--- src/rtl/booth_mult_seq.sv ---
// Sequencer that feeds operand pairs to the Booth encoder, pulses start, waits a fixed latency and holds the product.
// Optional answer self-check against a behavioural product: define BOOTH_MULT_SELFCHECK_EN.
module booth_mult_seq #(
    parameter int MBITS     = 12,
    parameter int NBITS     = 8,
    parameter int COUNTBITS = 4,
    parameter int LATENCY   = 3
) (
    input  logic                   clk,
    input  logic                   reset,
    input  logic                   in_valid,
    output logic                   in_ready,
    input  logic [MBITS-1:0]       in_mpd,
    input  logic [NBITS-1:0]       in_mpr,
    output logic [MBITS-1:0]       mpd_o,
    output logic [NBITS-1:0]       mpr_o,
    output logic                   start_o,
    input  logic [MBITS+NBITS-1:0] answer_i,
    output logic                   out_valid,
    input  logic                   out_ready,
    output logic [MBITS+NBITS-1:0] out_prod,
    output logic                   busy,
    output logic                   err
);

    localparam int PBITS = MBITS + NBITS;

    generate
        if (LATENCY < 1 || LATENCY > (2 ** COUNTBITS) - 1) begin : g_bad_latency
            $error("booth_mult_seq: LATENCY must be in 1..2**COUNTBITS-1");
        end
        if (NBITS >= MBITS) begin : g_bad_widths
            $error("booth_mult_seq: NBITS must be smaller than MBITS");
        end
    endgenerate

    typedef enum logic [1:0] {
        IDLE,
        LAUNCH,
        WAIT,
        HOLD
    } state_t;

    state_t               state;
    logic [COUNTBITS-1:0] count;
    logic                 capture;

    assign capture  = (state == WAIT) && (count == COUNTBITS'(1));
    // Gated by reset so the port reads 0 during the reset cycle and 1 right after.
    assign in_ready = (state == IDLE) && !reset;

    always_ff @(posedge clk) begin
        if (reset) begin
            state     <= IDLE;
            count     <= '0;
            mpd_o     <= '0;
            mpr_o     <= '0;
            start_o   <= 1'b0;
            out_valid <= 1'b0;
            out_prod  <= '0;
            busy      <= 1'b0;
        end else begin
            case (state)
                IDLE: begin
                    if (in_valid && in_ready) begin
                        mpd_o   <= in_mpd;
                        mpr_o   <= in_mpr;
                        start_o <= 1'b1;
                        busy    <= 1'b1;
                        state   <= LAUNCH;
                    end
                end
                LAUNCH: begin
                    start_o <= 1'b0;
                    count   <= COUNTBITS'(LATENCY);
                    state   <= WAIT;
                end
                WAIT: begin
                    count <= count - COUNTBITS'(1);
                    if (capture) begin
                        out_prod  <= answer_i;
                        out_valid <= 1'b1;
                        state     <= HOLD;
                    end
                end
                HOLD: begin
                    if (out_ready) begin
                        out_valid <= 1'b0;
                        busy      <= 1'b0;
                        state     <= IDLE;
                    end
                end
                default: state <= IDLE;
            endcase
        end
    end

`ifdef BOOTH_MULT_SELFCHECK_EN
    logic signed [PBITS-1:0] mpd_ext;
    logic signed [PBITS-1:0] mpr_ext;
    logic signed [PBITS-1:0] shadow;

    assign mpd_ext = PBITS'($signed(mpd_o));
    assign mpr_ext = PBITS'($signed(mpr_o));
    assign shadow  = mpd_ext * mpr_ext;

    always_ff @(posedge clk) begin
        if (reset) begin
            err <= 1'b0;
        end else if (capture && (answer_i != shadow)) begin
            err <= 1'b1;
        end
    end
`else
    assign err = 1'b0;
`endif

endmodule

--- config.mk ---
export PLATFORM = sky130hd
export DESIGN_NAME = booth_mult_seq
export DESIGN_NICKNAME = d
export VERILOG_FILES = /design/src/rtl/booth_mult_seq.sv
export SDC_FILE = /design/constraint.sdc
export NUM_CORES = 1
export LEC_CHECK = 0
export ABC_CLOCK_PERIOD_IN_PS = 2200
export BUFFER_PORTS_ARGS = -buffer_cell sky130_fd_sc_hd__buf_2
export CAP_MARGIN = 5
export CELL_PAD_IN_SITES_DETAIL_PLACEMENT = 0
export CELL_PAD_IN_SITES_GLOBAL_PLACEMENT = 2
export CORE_MARGIN = 5
export CORE_UTILIZATION = 25
export DETAILED_ROUTE_END_ITERATION = 8
export GPL_TIMING_DRIVEN = 1
export HOLD_SLACK_MARGIN = 0.02
export PLACE_DENSITY = 0.77
export SLEW_MARGIN = 20
export SYNTH_ARGS = -nofsm -noshare
export SYNTH_HDL_FRONTEND = slang
export SYNTH_SLANG_ARGS = --single-unit
--- constraint.sdc ---
create_clock -name clk -period 2.2 [get_ports clk]
set_input_delay 0.11 -clock clk [delete_from_list [all_inputs] [get_ports clk]]
set_output_delay 0.11 -clock clk [all_outputs]
set_load 0.03 [all_outputs]
# Word level (Yosys, flattened, before mapping)
# Index checks and enable logic that the tools add are counted.
dict set report totals {
  regBits 49
  inputBits 44
  output_inout_bits 45
  elab_cells 42
}
dict set report classes {
  add_sub_neg 1
  eq_ne 7
  mux 11
  reduce_logical 15
}
# cell n
set ops {}
lappend ops {{3-bit AND reduction} 3}
lappend ops {{2-bit case mux with 4 select lines} 1}
lappend ops {{4-bit case mux with 2 select lines} 1}
lappend ops {{2-bit nonzero test} 4}
lappend ops {{2-bit two-way mux} 3}
lappend ops {{1-bit case mux with 2 select lines} 3}
lappend ops {{2-bit AND reduction} 3}
lappend ops {{2-bit == test (second input constant)} 2}
lappend ops {{4-bit by 1-bit == test with 1-bit output (second input constant)} 1}
lappend ops {{2-bit != test (second input constant)} 2}
lappend ops {{4-bit by 1-bit subtractor with 4-bit output (second input constant)} 1}
lappend ops {{1-bit logical AND} 3}
lappend ops {{1-bit two-way mux} 3}
lappend ops {{2-bit by 1-bit == test with 1-bit output (second input constant)} 1}
lappend ops {{2-bit logical NOT} 1}
lappend ops {{2-bit by 1-bit != test with 1-bit output (second input constant)} 1}
lappend ops {{1-bit logical NOT} 1}

# Longest topological paths before layout
# Gate-level depths: netlist (run 1).
dict set report depth {
  word_depth 5
  mapped_depth 7
  mapped_depth_nobuf 5
}

# Least setup slack after synthesis (run 1)
# No wires, ideal clock.
dict set report synth_timing {
  path_type {register to register}
  from {register count[0]}
  to {register state[0]}
  setup_ns 0.086
  arrival_ns 1.453
  t_required_ns 2.114
  slack_ns 0.661
  path_stages_with_launch 5
  path_buffers 0
  period_less_slack_ns 1.539
  path_cell_list {dfxtp_1 > ha_1 > or3b_4 > a211o_1 > a211oi_1}
}
dict set report synth_via {
  elab_chain_len 4
}
# element line_no
set synth_rtl {}
lappend synth_rtl {{start: declaration} 45} ;# logic [COUNTBITS-1:0] count;
lappend synth_rtl {{start signal: assignment} 75} ;# count <= COUNTBITS'(LATENCY);
lappend synth_rtl {{start signal: assignment} 79} ;# count <= count - COUNTBITS'(1);
lappend synth_rtl {{4-bit by 1-bit == test with 1-bit output} 48} ;# assign capture = (state == WAIT) && (count == COUNTBITS'(1));
lappend synth_rtl {{1-bit logical AND} 48}
lappend synth_rtl {{2-bit != test (no source line)} -}
lappend synth_rtl {{3-bit AND reduction (no source line)} -}
lappend synth_rtl {{end signal: assignment} 54} ;# state <= IDLE;
lappend synth_rtl {{end signal: assignment} 70} ;# state <= LAUNCH;
lappend synth_rtl {{end signal: assignment} 76} ;# state <= WAIT;
lappend synth_rtl {{end: declaration} 44} ;# state_t state;
# No other way between the ends.
# A chain may end at the register's enable or synchronous reset.

# Worst setup path in the final report (run 1)
dict set report layout_timing {
  from {register state[0]}
  to {register out_prod[5]}
}
dict set report layout_via {
  elab_chain_len 3
}
# element line_no
set layout_rtl {}
lappend layout_rtl {{2-bit == test *} {48, 63}}
lappend layout_rtl {{1-bit logical AND} 48}
lappend layout_rtl {{2-bit AND reduction (no source line) *} -}
lappend layout_rtl {{end signal: assignment} 81} ;# out_prod <= answer_i;
lappend layout_rtl {{end: declaration} 21} ;# output logic [MBITS+NBITS-1:0] out_prod,
# Mark *: on every way between the ends. The rest lies on a longest branch, timed or not.

==> key figures, run 1 <==
Place
  • Dpl cells: 415
  • Placed cell areas: 2520 sq um
  • Placer Congestion: 0.649
  • # port buffers: 87
  • Dpl hpwl: 3.52 mm
  • Place WS: 449 ps

Cells and area
  • Area Growth Syn to Fin: 30.2%
  • Final Non-Filler Cells: 423
  • Design area: 2600 sq um
  • Layout cells sized above 1: 30.8%
  • Diode count: 0
  • Commonest cells after routing, fill and taps aside: buf_2, dfxtp_1, nand2_1
  • Most common cell after layout, fill and taps aside: buf_2
  • Final Util: 33.5%
  • Nets: 371

Floorplan
  • Die width: 99.4 microns
  • IO Pins: 89
  • Die H: 99.4 microns
  • Initial core utilization: 25.7%
  • Total core area: 7770 sq um
  • Die area: 9890 sq um
  • # rows: 32

Worst setup path
  • Crit path max fanout: 20
  • Worst Setup Path Type: register to register
  • Worst path required time: 2440 ps
  • Crit end category: register
  • Crit-path cells: inv_1 > ha_1 > and4bb_2 > nand2_1 > a21oi_1
  • Worst path slowest cell: and4bb_2
  • Data arrival, critical path: 1960 ps
  • Critical Path Source Type: register
  • Worst path max stage delay: 580 ps
  • Buf/Inv on CP: 1
  • Crit path max-delay family: simple AND/OR/NAND/NOR gates

Clocking
  • TritonCTS clock tree: yes
  • Clock transition at path regs: 90 ps
  • CTS Buffer Depth: 2
  • Hold_buf cts: 0
  • Clock Root Buffer: clkbuf_8
  • Post-CTS setup buffer count: 0
  • CTS sink count: 49
  • Worst-skew pair later-pin latency: 300 ps
  • PostCTS Resize Cnt: 0
  • TritonCTS Buffers: 5
  • H-tree depth: 2

Drt
  • Total vias in the final route: 1788
  • Drt via density: 4.23
  • 1st-iter DRT viols: 72
  • DRT Pass-1 Iters: 3
  • WL final: 4.93 mm
  • Post-route DRC: 0
  • Antenna viol nets, final: 0
  • DR WL/cell: 11.7 microns

Synth
  • Post-synth ARST share: 0%
  • Post-Syn Nets: 290
  • Cell variety after synth: 27
  • Cell Area, Synth: 2000 sq um
  • YS warnings: 0
  • Synth Flop Type: dfxtp_1
  • Yosys reg bits: 49
  • Syn avg cell area: 8.37 sq um
  • Syn Inst Count: 239
  • Sequential area share after synthesis: 49.1%
  • Post-synth EDFFs: 0

Run status
  • Status: completed

Run
  • MaxCap Viol Count: 0

Power
  • Post-route total power: 2.49 mW
  • Lkg Pwr: 1.21 nW
  • Peak supply drop: 432 uV
  • Power per Cell Area: 956 nW/um^2

GRT
  • Vias in the first global route: 1746
  • Antenna violations before repair: 0
  • First-pass GRT wire length: 8.09 mm
  • Total grt overflow: 0
  • Total track usage: 9.87%
  • Largest net degree at the start of global routing: 41

STA
  • Fin. Hold Viols: 0
  • RSZ-0062 raised after global routing: false
  • WHS: 37.9 ps
  • Final WS setup: 478 ps
  • Setup TNS: 0 ps
  • Fmax: 0.581 GHz
  • Slew Limit Fails: 0
  • Tmin final: 1720 ps
  • Final Skew: 7.69 ps
  • Endpoints failing setup: 0
  • Final period util: 78.3%

Hold path
  • Hold Crit Class: input port to register
## worst paths after layout
path,from,end,slack (ps),depth (start not counted)
worst max-delay path,state[0]$_SDFFE_PP0P_,out_prod[5]$_SDFFE_PP0P_,480,5
worst min-delay path,answer_i[2],out_prod[2]$_SDFFE_PP0P_,40,3
worst max register to register,state[0]$_SDFFE_PP0P_,out_prod[5]$_SDFFE_PP0P_,480,5
worst min register to register,out_prod[18]$_SDFFE_PP0P_,out_prod[18]$_SDFFE_PP0P_,460,2
## worst min-delay path: stages
cell	delay, ps
buf_2	100
nand2_1	40
a21oi_1	50
## area by class of cell
type | count | area (sq um)
Multi-Input combinational cell | 147 | 850
Timing Repair Buffer | 90 | 458
Clock inverter | 2 | 13.8
Inverter | 27 | 101
Tap cell | 102 | 128
Fill cell | 858 | 5160
Clock buffer | 6 | 72.6
Sequential cell | 49 | 981
## registers in the layout (all words and copies together) (netlist names)
| register | flops |
|---|---|
| start_o | 1 |
| mpd_o | 12 |
| out_prod | 20 |
| out_valid | 1 |
| mpr_o | 8 |
| busy | 1 |
| count | 4 |
| state | 2 |
## synth_stat cells (2+ instances only)
cell type / count / area (sq um)
a21oi_1: 24 / 120
buf_2: 3 / 15.0
clkbuf_1: 12 / 45.0
dfxtp_1: 49 / 981
ha_1: 7 / 87.6
inv_1: 27 / 101
mux2i_1: 2 / 20.0
nand2_1: 43 / 161
nand2b_1: 3 / 18.8
nand3_1: 2 / 10.0
nand3b_1: 22 / 165
nand4b_1: 2 / 17.5
nor2_1: 2 / 7.51
nor2b_1: 4 / 25.0
o21ai_0: 25 / 125
## metal layers
metal  GRT usage, %  vias up  share of wire (%)
met5              0        -                  0
met3           4.70        4                 11
met1           11.9      779                 44
li1               -      938                  -
met2           16.0       67                 44
met4           2.21        0               0.55
## report_power, final
part,total (mW),switching (mW),internal [mW]
clock,0.534,0.307,0.227
sequential,1.11,0.0898,1.02
combinational,0.839,0.545,0.294
## cell families (layout without fill, tap and decap cells)
kind of cell | after synthesis | in the layout | share of synthesized area [%]
AO/OA/AOI/OAI | 54 | 54 | 14.3
adder cells (fa/ha/maj) | 7 | 7 | 4.38
buffers and inverters | 43 | 125 | 8.45
flip-flops | 49 | 49 | 49.1
multiplexers | 2 | 2 | 1.00
other | 1 | 1 | 0.188
AND/OR/NAND/NOR | 83 | 83 | 22.6
Note: power is estimated with default switching activity, not from simulation.
==> run 2: changes to the inputs <==
ABC_AREA = 1   (was default)
ABC_CLOCK_PERIOD_IN_PS = 1500   (was 2200)
PLACE_DENSITY = 0.75   (was 0.77)
clock period = 1.5 ns   (was 2.2 ns; I/O delays follow)
==> run 2 against run 1 <==
Combinational power up 120%. Register-to-register slack got worse by 360 ps. Clock-buffer cell count is 1 lower. Non-clock buffer count rose by 40. Via count increased by 12%. Final area increased by 23%. Die area grew 11%. Hold slack worse by 5.3 ps. Power is 74% higher. Sequential share of layout area shrank 7.1 points.
==> key figures, run 2 <==
Run status
  • Status: completed (unchanged)

Synth
  • Synth Flop Type: dfxtp_1 (unchanged)
  • Syn avg cell area: 8.95 sq um (was 8.37 sq um)
  • Most frequent cell after synthesis: nand2_1 (was dfxtp_1)
  • Post-Syn Nets: 303 (was 290)
  • Cell Area, Synth: 2250 sq um (was 2000 sq um)
  • Synth area leader: dfxtp_1 (unchanged)
  • Post-synth EDFFs: 0 (unchanged)
  • Post-synth ARST share: 0% (unchanged)
  • YS warnings: 0 (unchanged)
  • Cell variety after synth: 28 (was 27)
  • Commonest cells post-synth: nand2_1, dfxtp_1, nand3_1 (was dfxtp_1, nand2_1, inv_1)
  • Sequential area share after synthesis: 43.5% (was 49.1%)
  • Yosys reg bits: 49 (unchanged)
  • Synth top area share: 43.5% (was 49.1%)
  • Syn Inst Count: 252 (was 239)
  • Synth top area cells: dfxtp_1, nand2_1, nand3_2 (was dfxtp_1, nand3b_1, nand2_1)

Worst setup path
  • Crit-path most repeated cell: inv_1
  • Crit path max fanout: 4 (was 20)
  • Crit path max-delay family: buffers and inverters (was simple AND/OR/NAND/NOR gates)
  • Buf/Inv on CP: 3 (was 1)
  • Worst path max stage delay: 350 ps (was 580 ps)
  • Worst Setup Path Type: register to output port (was register to register)
  • Critical Path Source Type: register (unchanged)
  • Crit-path cells: inv_1 > ha_2 > inv_1 > nor2_4 > buf_2 (was inv_1 > ha_1 > and4bb_2 > nand2_1 > a21oi_1)
  • Worst path required time: 1420 ps (was 2440 ps)
  • Worst path slowest cell: dfxtp_2 (was and4bb_2)
  • Data arrival, critical path: 1330 ps (was 1960 ps)
  • Crit end category: output port (was register)

STA
  • Final Skew: 10.3 ps (was 7.69 ps)
  • Tmin final: 1410 ps
  • Fin. Hold Viols: 0 (unchanged)
  • Slew Limit Fails: 0 (unchanged)
  • Fmax: 0.711 GHz
  • Endpoints failing setup: 0 (unchanged)
  • Setup TNS: 0 ps (unchanged)
  • RSZ-0062 raised after global routing: false (unchanged)
  • Final period util: 93.8%

GRT
  • Vias in the first global route: 2035 (was 1746)
  • Total grt overflow: 0 (unchanged)
  • Largest net degree at the start of global routing: 27 (was 41)
  • First-pass GRT wire length: 9.63 mm (was 8.09 mm)
  • Antenna violations before repair: 0 (unchanged)
  • Total track usage: 10.4% (was 9.87%)

Place
  • Dpl hpwl: 4.03 mm (was 3.52 mm)
  • Placer Congestion: 0.688 (was 0.649)
  • # port buffers: 87 (unchanged)

Floorplan
  • Die width: 105 microns (was 99.4 microns)
  • # rows: 34 (was 32)
  • Die area: 11000 sq um (was 9890 sq um)
  • Total core area: 8760 sq um (was 7770 sq um)
  • Die H: 105 microns (was 99.4 microns)
  • Initial core utilization: 25.7% (about the same)
  • IO Pins: 89 (unchanged)

Clocking
  • Worst-skew pair later-pin latency: 310 ps (was 300 ps)
  • TritonCTS clock tree: yes (unchanged)
  • TritonCTS Buffers: 5 (unchanged)
  • CTS sink count: 49 (unchanged)
  • H-tree depth: 2 (unchanged)
  • Clock Root Buffer: clkbuf_8 (unchanged)
  • CTS Buffer Depth: 2 (unchanged)
  • Clock transition at path regs: 90 ps (about the same)

Cells and area
  • Biggest regs: out_prod x20, mpd_o x12, mpr_o x8 (unchanged)
  • Largest Register: out_prod (unchanged)
  • # fillers: 921 (was 858)
  • Max FFs per register: 20 (unchanged)
  • Final Util: 36.7% (was 33.5%)
  • Area Growth Syn to Fin: 42.6% (was 30.2%)
  • Layout cells sized above 1: 45.5% (was 30.8%)
  • Most common cell after layout, fill and taps aside: buf_2 (unchanged)
  • Commonest cells after routing, fill and taps aside: buf_2, nand2_1, dfxtp_1 (was buf_2, dfxtp_1, nand2_1)
  • Nets: 424 (was 371)
  • Diode count: 0 (unchanged)

Drt
  • Drt via density: 4.14 (was 4.23)
  • DRT Pass-1 Iters: 3 (unchanged)
  • Antenna viol nets, final: 0 (unchanged)
  • DR WL/cell: 11.6 microns (was 11.7 microns)
  • Post-route DRC: 0 (unchanged)
  • Total vias in the final route: 1996 (was 1788)
  • 1st-iter DRT viols: 53 (was 72)
  • WL final: 5.60 mm (was 4.93 mm)

Power
  • Peak supply drop: 474 uV (was 432 uV)
  • Power per Cell Area: 1350 nW/um^2 (was 956 nW/um^2)
  • Lkg Pwr: 1.46 nW (was 1.21 nW)

Hold path
  • Hold Crit Class: input port to register (unchanged)

Run
  • MaxCap Viol Count: 0 (unchanged)
run 2: cell types whose count changed in the layout (fill, tap and decap cells not counted), moves of 19 or more:
cell / previous run / this run
a21oi_1: 24 / 5
nand3_1: 2 / 22
nand3b_1: 22 / 0
a21oi_2: 0 / 20
dlygate4sd3_1: 0 / 37
nand3_2: 0 / 19
o21ai_0: 25 / 3
run 2: cell families after synthesis:
| kind of cell | count (synthesis) | synth area share (%) |
|---|---|---|
| flip-flops | 49 | 43.5 |
| AO/OA/AOI/OAI | 31 | 10.9 |
| buffers and inverters | 30 | 9.38 |
| adder cells (fa/ha/maj) | 7 | 3.88 |
| other | 1 | 0.166 |
| AND/OR/NAND/NOR | 134 | 32.2 |
run 2: routing by layer:
metal	track usage [%]	routed length (microns)
met1	13.1	2550
met2	16.5	2540
met3	4.19	458
met4	2.47	51
met5	0	0
run 2: path summary, 6_finish.rpt:
kind	startpoint	end	slack [ps]	cells after the start
min	answer_i[3]	out_prod[3]$_SDFFE_PP0P_	30	3
min reg2reg	out_prod[6]$_SDFFE_PP0P_	out_prod[6]$_SDFFE_PP0P_	470	2
max reg2reg	state[1]$_SDFFE_PP0P_	count[3]$_SDFFE_PP0P_	120	6
max	state[1]$_SDFFE_PP0P_	in_ready	90	5
run 2: timing repair:
| item | 4_1_cts | 5_1_grt |
|---|---|---|
| endpoints found under the setup margin | 0 | 34 |
| setup buffers | 0 | 0 |
| hold buffers | 36 | 1 |
| gates resized for setup | 0 | 9 |
| hold endpoints to repair | 36 | 1 |
run 2: cell type report:
class | count | area (sq um) | area share [%]
multi-input combinational | 173 | 1080 | 33.5
sequential | 49 | 983 | 30.6
timing repair buffer | 130 | 871 | 27.1
tap | 108 | 135 | 4.20
clock buffer | 5 | 68.8 | 2.14
inverter | 14 | 57.6 | 1.79
clock inverter | 3 | 22.5 | 0.701
run 2: report_power, final:
| part | internal, mW | total [mW] | switching [mW] | leakage (nW) |
|---|---|---|---|---|
| sequential | 1.54 | 1.69 | 0.151 | 0.400 |
| clock | 0.332 | 0.803 | 0.471 | 0.0481 |
| combinational | 0.648 | 1.84 | 1.19 | 1.01 |
| total | 2.52 | 4.33 | 1.81 | 1.46 |
run 2: worst reg2reg max path, stage by stage (launching register included):
cell and delay, ps:
dfxtp_2 370, inv_1 80, ha_2 390, inv_1 80, nor2_1 120, and3_2 200
nor3_2 40
run 2: stage by stage:
stage | setup WS (ps) | power, mW | hold WS (ps) | cells | instance area [sq um]
CTS | 29.1 | 4.37 | 20.3 | 481 | 3180
floorplan | 94.2 | 3.09 | 185 | 252 | 2250
detailed placement | 51.3 | 3.46 | 273 | 437 | 2730
global placement | 90.7 | 3.47 | 271 | 437 | 2730
global route | 8.43 | 4.67 | 23.1 | 482 | 3210
finish | 93.1 | 4.33 | 32.5 | 482 | 3210
==> run 3: changes to the inputs <==
CELL_PAD_IN_SITES_DETAIL_PLACEMENT = 1   (was 0)
==> run 3 against run 2 <==
Critical path depth grew 1. Wire length is 12% higher. Hold slack barely moved. Fmax shrank 0.20%. Critical path type is now register to register. Critical endpoint is now count[3]$_SDFFE_PP0P_. Largest cell class unchanged. Largest power group unchanged. Highest routed layer unchanged.
==> key figures, run 3 (synthesis gave the netlist of run 2 again) <==
Run status
  • Status: completed (unchanged)

Power
  • Clock network power share: 22.0% (was 18.6%)
  • Internal: 2.73 mW (was 2.52 mW)
  • Switching part of the total power: 40.0% (was 41.9%)
  • Logic pwr share: 40.7% (was 42.5%)
  • Sequential share of power: 37.2% (was 39.0%)
  • Power per Cell Area: 1410 nW/um^2 (was 1350 nW/um^2)
  • NetSw: 1.82 mW (was 1.81 mW)
  • Peak supply drop: 503 uV (was 474 uV)
  • Lkg Pwr: 1.48 nW (was 1.46 nW)

GRT
  • Vias in the first global route: 2295 (was 2035)
  • Antenna violations before repair: 0 (unchanged)
  • Total track usage: 11.8% (was 10.4%)
  • First-pass GRT wire length: 10.9 mm (was 9.63 mm)
  • Total grt overflow: 0 (unchanged)
  • Largest net degree at the start of global routing: 27 (unchanged)

Clocking
  • Post-CTS setup buffer count: 0 (unchanged)
  • H-tree depth: 2 (unchanged)
  • Clock Root Buffer: clkbuf_8 (unchanged)
  • CTS Buffer Depth: 2 (unchanged)
  • Worst-skew pair later-pin latency: 300 ps (was 310 ps)
  • TritonCTS Buffers: 5 (unchanged)
  • Clock transition at path regs: 90 ps (about the same)
  • CTS sink count: 49 (unchanged)
  • TritonCTS clock tree: yes (unchanged)

Place
  • Dpl cells: 437 (unchanged)
  • Placed cell areas: 2730 sq um (unchanged)
  • Dpl hpwl: 4.41 mm (was 4.03 mm)
  • Placer Congestion: 0.688 (unchanged)
  • Place WS: 12.3 ps (was 51.3 ps)
  • # port buffers: 87 (unchanged)

Cells and area
  • Final Non-Filler Cells: 481 (was 482)
  • Most common cell after layout, fill and taps aside: buf_2 (unchanged)
  • Nets: 423 (was 424)
  • Area Growth Syn to Fin: 43.1% (was 42.6%)
  • Layout cells sized above 1: 45.6% (was 45.5%)
  • Largest Register: out_prod (unchanged)
  • Biggest regs: out_prod x20, mpd_o x12, mpr_o x8 (unchanged)
  • Diode count: 0 (unchanged)
  • Max FFs per register: 20 (unchanged)
  • # fillers: 1062 (was 921)
  • Design area: 3230 sq um (was 3210 sq um)
  • Commonest cells after routing, fill and taps aside: buf_2, nand2_1, dfxtp_1 (unchanged)

STA
  • Setup TNS: 0 ps (unchanged)
  • WHS: 32.7 ps (was 32.5 ps)
  • Slew Limit Fails: 0 (unchanged)
  • Final Skew: 7.44 ps (was 10.3 ps)
  • Fin. Hold Viols: 0 (unchanged)
  • Endpoints failing setup: 0 (unchanged)
  • RSZ-0062 raised after global routing: false (unchanged)
  • Fmax: 0.709 GHz (was 0.711 GHz)
  • Final period util: 94.0% (was 93.8%)
  • Final WS setup: 90.3 ps (was 93.1 ps)
  • Tmin final: 1410 ps (about the same)

Floorplan
  • Initial core utilization: 25.7% (unchanged)
  • Die H: 105 microns (unchanged)
  • Total core area: 8760 sq um (unchanged)
  • # rows: 34 (unchanged)
  • Die width: 105 microns (unchanged)
  • IO Pins: 89 (unchanged)
  • Die area: 11000 sq um (unchanged)

Worst setup path
  • Reg2reg setup slack: 90 ps (was 120 ps)
  • Data arrival, critical path: 1610 ps (was 1330 ps)
  • Worst r2r path cells: 6 (unchanged)
  • Crit end category: register (was output port)
  • Worst path required time: 1700 ps (was 1420 ps)
  • FF-to-FF Start: state[1]$_SDFFE_PP0P_ (unchanged)
  • Critical Path Source Type: register (unchanged)
  • Worst Setup Path Type: register to register (was register to output port)
  • Reg-to-Reg End: count[3]$_SDFFE_PP0P_ (unchanged)
  • Crit path max fanout: 7 (was 4)

Hold path
  • Hold path start: answer_i[3] (unchanged)
  • Worst min-delay path endpoint: out_prod[3]$_SDFFE_PP0P_ (unchanged)
  • Hold Crit Class: input port to register (unchanged)
  • Hold depth: 3 (unchanged)

Drt
  • Post-route DRC: 0 (unchanged)
  • Antenna viol nets, final: 0 (unchanged)
  • Drt via density: 4.23 (was 4.14)
  • Total vias in the final route: 2035 (was 1996)
  • 1st-iter DRT viols: 48 (was 53)
  • DRT Pass-1 Iters: 4 (was 3)
  • DR WL/cell: 13.0 microns (was 11.6 microns)
  • WL final: 6.26 mm (was 5.60 mm)

Run
  • MaxCap Viol Count: 0 (unchanged)
## run 3: worst max-delay path, cell delays in order, from the launching register on
cell and delay [ps]:
dfxtp_2 380, inv_1 90, ha_2 390, inv_1 80, nor2_1 130, and3_2 200, nor3_2 40
## run 3: worst max-delay path by stage
stage                                from  cells after the start  slack, ps                        end
floorplan           state[0]$_SDFFE_PP0P_                      8         90      mpd_o[0]$_SDFFE_PP0P_
global placement    state[0]$_SDFFE_PP0P_                      5         90  out_prod[19]$_SDFFE_PP0P_
detailed placement  state[1]$_SDFFE_PP0P_                      6         10      count[3]$_SDFFE_PP0P_
CTS                 state[1]$_SDFFE_PP0P_                      6        0.2      count[3]$_SDFFE_PP0P_
global route        state[1]$_SDFFE_PP0P_                      6         10      count[3]$_SDFFE_PP0P_
finish              state[1]$_SDFFE_PP0P_                      6         90      count[3]$_SDFFE_PP0P_
## run 3: layout make-up
class	count	area (sq um)	area share, %
multi-input cells	173	1070	33.1
flip-flops and latches	49	983	30.5
repair buffers	129	863	26.8
well taps	108	135	4.19
clock buffers	6	82.6	2.56
inverters	14	57.6	1.78
clock inverters	2	37.5	1.16
## run 3: timing repair
action	in CTS	in global routing
hold buffers	36	0
resized for setup	0	10
endpoints found under the hold margin	36	0
setup endpoints to repair	0	45
## run 3: metrics by stage
stage | utilization [%] | power (mW)
after detailed placement | 31.1 | 3.50
after floorplan | - | 3.09
after global routing | 36.8 | 4.88
final | 36.8 | 4.55
after CTS | 36.6 | 4.61
after global placement | 31.1 | 3.47
## run 3: power by group through the flow
stage	sequential (mW)	clock (mW)	combinational (mW)
floorplan	2.01	0	1.09
global placement	1.71	0	1.76
detailed placement	1.72	0	1.78
CTS	1.69	1.05	1.86
global route	1.73	1.10	2.06
finish	1.69	1.00	1.85
## run 3: per-layer routing
metal  part of all wire (%)  wire (microns)  global-route usage [%]
met1                     43            2690                    14.0
met4                   0.42              26                    2.19
met5                      0               0                       0
met3                    7.6             478                    4.38
met2                     49            3060                    20.4
